`src/rtl/wave_oscillator_if.sv`:
```
// Oscillator control/sample bundle: enable, divider word and waveform select in; sample stream and PWM pin out.
// Latency: none, wires only.
// Backpressure: none; the sample stream is free-running and the consumer must take every strobe.
interface wave_oscillator_if;
  logic        en;
  logic [15:0] divider;
  logic [1:0]  wave_sel;
  logic [7:0]  sample;
  logic        sample_valid;
  logic        pwm_out;

  // Driver of the control word; sees the sample stream.
  modport master (
    output en, divider, wave_sel,
    input  sample, sample_valid, pwm_out
  );

  // The oscillator itself.
  modport slave (
    input  en, divider, wave_sel,
    output sample, sample_valid, pwm_out
  );
endinterface

```
`src/rtl/wave_oscillator.sv`:
```
// Wave oscillator: divider-paced phase accumulator producing square/saw/triangle samples; PWM pin when OSC_PWM_EN is defined.
// Latency: sample follows phase by one hz12M cycle; sample_valid marks the first cycle of each new phase value.
// Backpressure: none; samples stream continuously and the consumer must accept every sample_valid strobe.
module wave_oscillator #(
  parameter int         PHASE_BITS   = 8,
  parameter logic [7:0] SILENT_LEVEL = 8'h80
) (
  input  logic             hz12M,
  input  logic             reset,
  wave_oscillator_if.slave osc
);

  logic [15:0]           cnt_q, cnt_d;
  logic [15:0]           div_active_q, div_active_d;
  logic [PHASE_BITS-1:0] phase_q, phase_d;
  logic                  step_q, step_d;
  logic [7:0]            sample_q, sample_d;
  logic                  sample_valid_q, sample_valid_d;

  logic silent;
  logic at_step;
  logic at_wrap;

  // Map the top 8 phase bits to a sample value for the selected waveform.
  function automatic logic [7:0] wave_fn(input logic [7:0] p, input logic [1:0] sel);
    logic [7:0] res;
    case (sel)
      2'b00:   res = p[7] ? 8'hFF : 8'h00;
      2'b01:   res = p;
      2'b10:   res = p[7] ? ~{p[6:0], 1'b0} : {p[6:0], 1'b0};
      default: res = SILENT_LEVEL;
    endcase
    return res;
  endfunction

  assign silent  = ~osc.en | (osc.divider == 16'd0);
  assign at_step = (div_active_q != 16'd0) && (cnt_q == div_active_q - 16'd1);
  // The divider word is only re-sampled when the period ends, keeping pitch changes glitch-free.
  assign at_wrap = at_step && (&phase_q);

  // Next-state: silence clears everything, idle loads the divider, run counts and steps the phase.
  always_comb begin
    cnt_d          = cnt_q;
    div_active_d   = div_active_q;
    phase_d        = phase_q;
    step_d         = 1'b0;
    sample_d       = sample_q;
    sample_valid_d = 1'b0;
    if (silent) begin
      cnt_d        = 16'd0;
      div_active_d = 16'd0;
      phase_d      = '0;
      sample_d     = SILENT_LEVEL;
    end else begin
      sample_d       = wave_fn(phase_q[PHASE_BITS-1 -: 8], osc.wave_sel);
      sample_valid_d = step_q;
      if (div_active_q == 16'd0) begin
        div_active_d = osc.divider;
        cnt_d        = 16'd0;
      end else if (at_step) begin
        cnt_d   = 16'd0;
        phase_d = phase_q + PHASE_BITS'(1);
        step_d  = 1'b1;
        if (at_wrap) begin
          div_active_d = osc.divider;
        end
      end else begin
        cnt_d = cnt_q + 16'd1;
      end
    end
  end

  // Oscillator state registers with synchronous reset.
  always_ff @(posedge hz12M) begin
    if (reset) begin
      cnt_q          <= 16'd0;
      div_active_q   <= 16'd0;
      phase_q        <= '0;
      step_q         <= 1'b0;
      sample_q       <= SILENT_LEVEL;
      sample_valid_q <= 1'b0;
    end else begin
      cnt_q          <= cnt_d;
      div_active_q   <= div_active_d;
      phase_q        <= phase_d;
      step_q         <= step_d;
      sample_q       <= sample_d;
      sample_valid_q <= sample_valid_d;
    end
  end

  assign osc.sample       = sample_q;
  assign osc.sample_valid = sample_valid_q;

`ifdef OSC_PWM_EN
  logic [7:0] pwm_cnt_q, pwm_cnt_d;
  logic       pwm_out_q, pwm_out_d;

  // Free-running 8-bit carrier compared against the current sample.
  always_comb begin
    pwm_cnt_d = pwm_cnt_q + 8'd1;
    pwm_out_d = (pwm_cnt_q < sample_q);
  end

  // PWM counter and pin registers; the carrier keeps running through silence.
  always_ff @(posedge hz12M) begin
    if (reset) begin
      pwm_cnt_q <= 8'd0;
      pwm_out_q <= 1'b0;
    end else begin
      pwm_cnt_q <= pwm_cnt_d;
      pwm_out_q <= pwm_out_d;
    end
  end

  assign osc.pwm_out = pwm_out_q;
`else
  assign osc.pwm_out = 1'b0;
`endif

endmodule

```
`src/flat_wrapper.sv`:
```
// flat-port wrapper written by rule: the top's interface ports become plain ports
module wave_oscillator_flat 
#(
  parameter int         PHASE_BITS   = 8,
  parameter logic [7:0] SILENT_LEVEL = 8'h80
)
  (hz12M, reset, osc_en, osc_divider, osc_wave_sel, osc_sample, osc_sample_valid, osc_pwm_out);
  wave_oscillator_if osc_i ();
  input  logic hz12M;
  input  logic reset;
  input wire logic [$bits(osc_i.en)-1:0] osc_en;
  input wire logic [$bits(osc_i.divider)-1:0] osc_divider;
  input wire logic [$bits(osc_i.wave_sel)-1:0] osc_wave_sel;
  output wire logic [$bits(osc_i.sample)-1:0] osc_sample;
  output wire logic [$bits(osc_i.sample_valid)-1:0] osc_sample_valid;
  output wire logic [$bits(osc_i.pwm_out)-1:0] osc_pwm_out;
  assign osc_i.en = osc_en;
  assign osc_i.divider = osc_divider;
  assign osc_i.wave_sel = osc_wave_sel;
  assign osc_sample = osc_i.sample;
  assign osc_sample_valid = osc_i.sample_valid;
  assign osc_pwm_out = osc_i.pwm_out;
  wave_oscillator #(.PHASE_BITS(PHASE_BITS), .SILENT_LEVEL(SILENT_LEVEL)) u_core (.hz12M(hz12M), .reset(reset), .osc(osc_i));
endmodule
```
`config.mk`:
```
export PLATFORM = sky130hd
export DESIGN_NAME = wave_oscillator_flat
export DESIGN_NICKNAME = d
export VERILOG_FILES = /design/src/rtl/wave_oscillator_if.sv /design/src/rtl/wave_oscillator.sv /design/src/flat_wrapper.sv
export SDC_FILE = /design/constraint.sdc
export NUM_CORES = 1
export LEC_CHECK = 0
export CORE_MARGIN = 1.5
export CORE_UTILIZATION = 60
export CTS_CLUSTER_SIZE = 24
export DETAILED_ROUTE_END_ITERATION = 12
export PLACE_DENSITY = 0.84
export SLEW_MARGIN = 20
export SYNTH_ARGS = -nofsm -noshare
export SYNTH_HDL_FRONTEND = slang
export SYNTH_SLANG_ARGS = --single-unit
```
`constraint.sdc`:
```
create_clock -name hz12M -period 8.1 [get_ports hz12M]
set_input_delay 1.215 -clock hz12M [delete_from_list [all_inputs] [get_ports hz12M]]
set_output_delay 1.215 -clock hz12M [all_outputs]
set_load 0.02 [all_outputs]
```
==> summary.md <==
The worst hold path class was flip-flop to flip-flop. Global-route track usage on met2: 0.409. The share of final-layout standard cells stronger than drive strength 1 came out at 0.0499. Summed over all layers, the routed wires come to 6.33 mm. The total I/O pin count was 31. Of all nets on the critical path, the largest fanout is 16. The repair_antennas step left the layout with diodes totalling 0. For this run, design rule violations remaining after detail routing come to 0. Initial standard-cell utilization of the core: 0.639. The run gives 364 as the net count after synthesis. The post-synthesis area per instance is 8.37 um2. The endpoint required time on the critical path was 8.27 ns; the final worst-path cycle share was 0.404.

The detailed router finished its first iteration with 217 violations. Excluding fillers, the count of instances in the completed layout stands at 413. CTS saw 50 sinks. The die area is 5150 um2, and the final instance area is 3210 um2. Launch instance of the worst register-to-register path: u_core.div_active_q[0]. Data on the critical path arrives at its endpoint at 3.44 ns. The sequential-to-total area share from yosys stat was 0.353.

The number of buffers and inverters on the critical path was 1. For the summed instance area of the synthesized netlist, the log shows 2840 um2. The number of hold-slack violations in the final timing report is 0. In this run, synthesis inferred 0 flip-flops with an integrated enable. At the end of the flow, the number of nets in the layout was 385. The tree is rooted in a clkbuf_8. Grouping stages by cell kind, the critical path spends the most delay in simple AND/OR/NAND/NOR gates. Setup repair after global routing left no endpoint under its margin. The logs give 51 for the count of unique library cells instantiated by Yosys and 0.0605 for the met3 global-route usage.

The global routing's busiest layer is met2. Summed over all layers, the global routing overflow is 0. Dividing the detail-routed via count by the number of cells gives 5.96. The transition time at the pin with the least slew margin is 1.07 ns. The primary flip-flop cell chosen by synthesis mapping was dfxtp_1. The via count of the first global-routing pass is 2326.

The region available for standard cell placement spans 4440 um2. The fraction of registers with async set/reset is 0. The most repeated cell in the gate-level netlist after synthesis is nand2_1. Adding up every negative setup slack in the final design gives 0 ns. In this run the power density over the cells is 235 nW/um2. Met1 global-route usage: 0.368. In the final routed layout, each cell accounts on average for 15.3 um.

dfxtp_1 takes more of the synthesized area than any other cell. Sorting the synthesized cells by how often they occur yields nand2_1, dfxtp_1, nor2_1, xor2_1, mux2i_1. Origin of the worst setup path: u_core.div_active_q[0]. The congestion estimate from routability-driven global placement came to 0.976. The worst-case vdd ir drop is 155 uV, and the delay of the slowest cell on the worst path is 0.60 ns.

The logs give 0.264 for the overall global routing resource usage and 0 for the warning count from the yosys run. Post-CTS timing repair inserted 0 buffers for setup. The later-pin clock latency in the skew report is 0.31 ns. For the instance area at placement, the log shows 3120 um2. The run gives 6 as the iteration count of the initial detailed-routing pass.

By area the synthesized netlist is led by dfxtp_1, mux2i_1, xor2_1, nand2_1, xnor2_1. The area growth from synthesis to layout is 13.0%. The count of placed standard cells including taps is 405, and the maximum root-to-sink buffer count is 2.

Summing internal, switching and leakage power gives 756 uW. Measured along the y axis, the die boundary spans 71.8 um. For this run, the top clock speed supported by timing is 0.305 GHz. STA classifies the critical path endpoint as a flip-flop. Setup slack closes at 4.83 ns. Setup violations remaining at the end of the flow were counted as 0. Walking the worst path, the cells encountered are inv_1, ha_1, nor4b_4, xnor2_1, nor4_1, o21ai_0, or4_4, o31a_1, mux2i_1. For this block, the via count after detailed routing is 2460.

The post-cts resize count came out at 0. For the static leakage, the log shows 0.00126 uW. The worst setup path is of the flip-flop to flip-flop kind. The first global-routing pass estimated 10.8 mm of wire. Timing analysis after detailed placement gives a worst setup slack of 4.69 ns. The kind of start point of the critical path is a flip-flop. The count of nets left with antenna violations once routing finished came out at 0. The synthesized design contains 50 register bits. The number of max-slew violations in the final report came out at 0.

The slowest stage of the critical path is the o31a_1 cell. Number of cells produced by synthesis: 339. TritonCTS built the clock tree. The run gives 0 as the number of hold buffers added after CTS. Counting I/O delays and the setup requirement, the final critical path takes 3.27 ns. The run finished with clean final reports.

Measured along the x axis, the die boundary spans 71.8 um. The tools report the level count of the clock H-tree as 2. The number of antenna violations at the first check in global routing is 0, and the max-cap violation count is 0. Detailed placement ended at an HPWL of 4.73 mm. The initialized floorplan defines 24 standard-cell rows.

The total CTS buffers was 5; the worst-case headroom to the max-slew limit was 0.286. The setup skew after layout is 0.00634 ns. The startpoint identified for the worst hold timing path is u_core.step_q. Entering global routing, the biggest net connects 31 pins.

The clock slew at the register clock pins of the worst setup and hold paths was 0.09 ns; the layout filler cell count was 343. The number of port buffers is 29, and the top-area cell type share of the netlist area is 0.353.
==> sequential cells by signal, indices dropped and copies added (netlist names) <==
register                 flops
u_core.cnt_q                16
u_core.div_active_q         16
u_core.osc.sample            8
u_core.phase_q               8
u_core.osc.sample_valid      1
u_core.step_q                1
==> layout make-up <==
cell class                 instances  area, um2  share of cell area
clock buffer                       6       72.6              0.0226
tap                               52       65.1              0.0203
clock inverter                     2       13.8             0.00429
multi-input combinational        267       1740               0.541
timing repair buffer              30        298              0.0928
inverter                           6       22.5             0.00702
sequential                        50       1000               0.312
==> power by group <==
group          switching, uW  internal [uW]  leakage (uW)
registers               31.1            261      0.000404
clock network           83.0           61.1     0.0000452
logic                    170            149      0.000814
total                    284            471       0.00126
==> cells in the final DEF, fill, tap and decap left out, types with 2 or more instances in the layout <==
master | netlist | layout
a211oi_1 | 2 | 2
clkbuf_8 | 0 | 5
nand4_1 | 8 | 8
and4_1 | 2 | 2
or4_1 | 2 | 2
nand3b_1 | 2 | 2
and2_1 | 3 | 3
nand2b_1 | 6 | 6
nor2_1 | 40 | 40
a31oi_1 | 2 | 2
mux2i_1 | 20 | 20
o21ai_0 | 3 | 3
a21oi_1 | 12 | 12
nand2_1 | 51 | 51
nand3_1 | 11 | 11
dfxtp_1 | 50 | 50
xor2_1 | 22 | 22
ha_1 | 4 | 4
or3_1 | 4 | 4
xnor2_1 | 18 | 18
clkdlybuf4s50_1 | 0 | 29
nor3_1 | 5 | 5
and3_1 | 10 | 10
nor4_1 | 10 | 10
a311oi_1 | 2 | 2
o211a_1 | 2 | 2
inv_1 | 6 | 6
a31o_2 | 2 | 2
nor4_4 | 2 | 2
a41oi_1 | 3 | 3
==> through the flow <==
step	hold WS, ns	util
CTS	0.476	0.722
floorplan	0.406	-
detailed placement	0.449	0.703
global placement	0.441	0.703
finish	0.498	0.722
global route	0.520	0.722
==> cell families (layout without fill, tap and decap cells) <==
group | Yosys count | in the layout | synth area share
AO/OA/AOI/OAI | 38 | 38 | 0.0948
XOR/XNOR | 40 | 40 | 0.123
adder cells (fa/ha/maj) | 4 | 4 | 0.0176
buffers and inverters | 22 | 44 | 0.0357
flip-flops | 50 | 50 | 0.353
multiplexers | 20 | 20 | 0.0705
other | 1 | 1 | 0.00132
AND/OR/NAND/NOR | 164 | 164 | 0.304
==> routing by layer <==
metal	share of wire	routed length, um	up-vias
met3	0.065	409	13
li1	-	-	1225
met2	0.46	2900	84
met5	0	0	-
met1	0.46	2930	1138
met4	0.015	94	0
==> path summary, 6_finish.rpt <==
kind | endpoint | slack (ns) | depth (start not counted)
worst min register to register | u_core.osc.sample_valid | 0.50 | 1
worst max register to register | u_core.div_active_q[8] | 4.83 | 9
worst min-delay path | u_core.osc.sample_valid | 0.50 | 1
worst max-delay path | u_core.div_active_q[8] | 4.83 | 9
No activity file was read; power rests on OpenSTA's default activity.
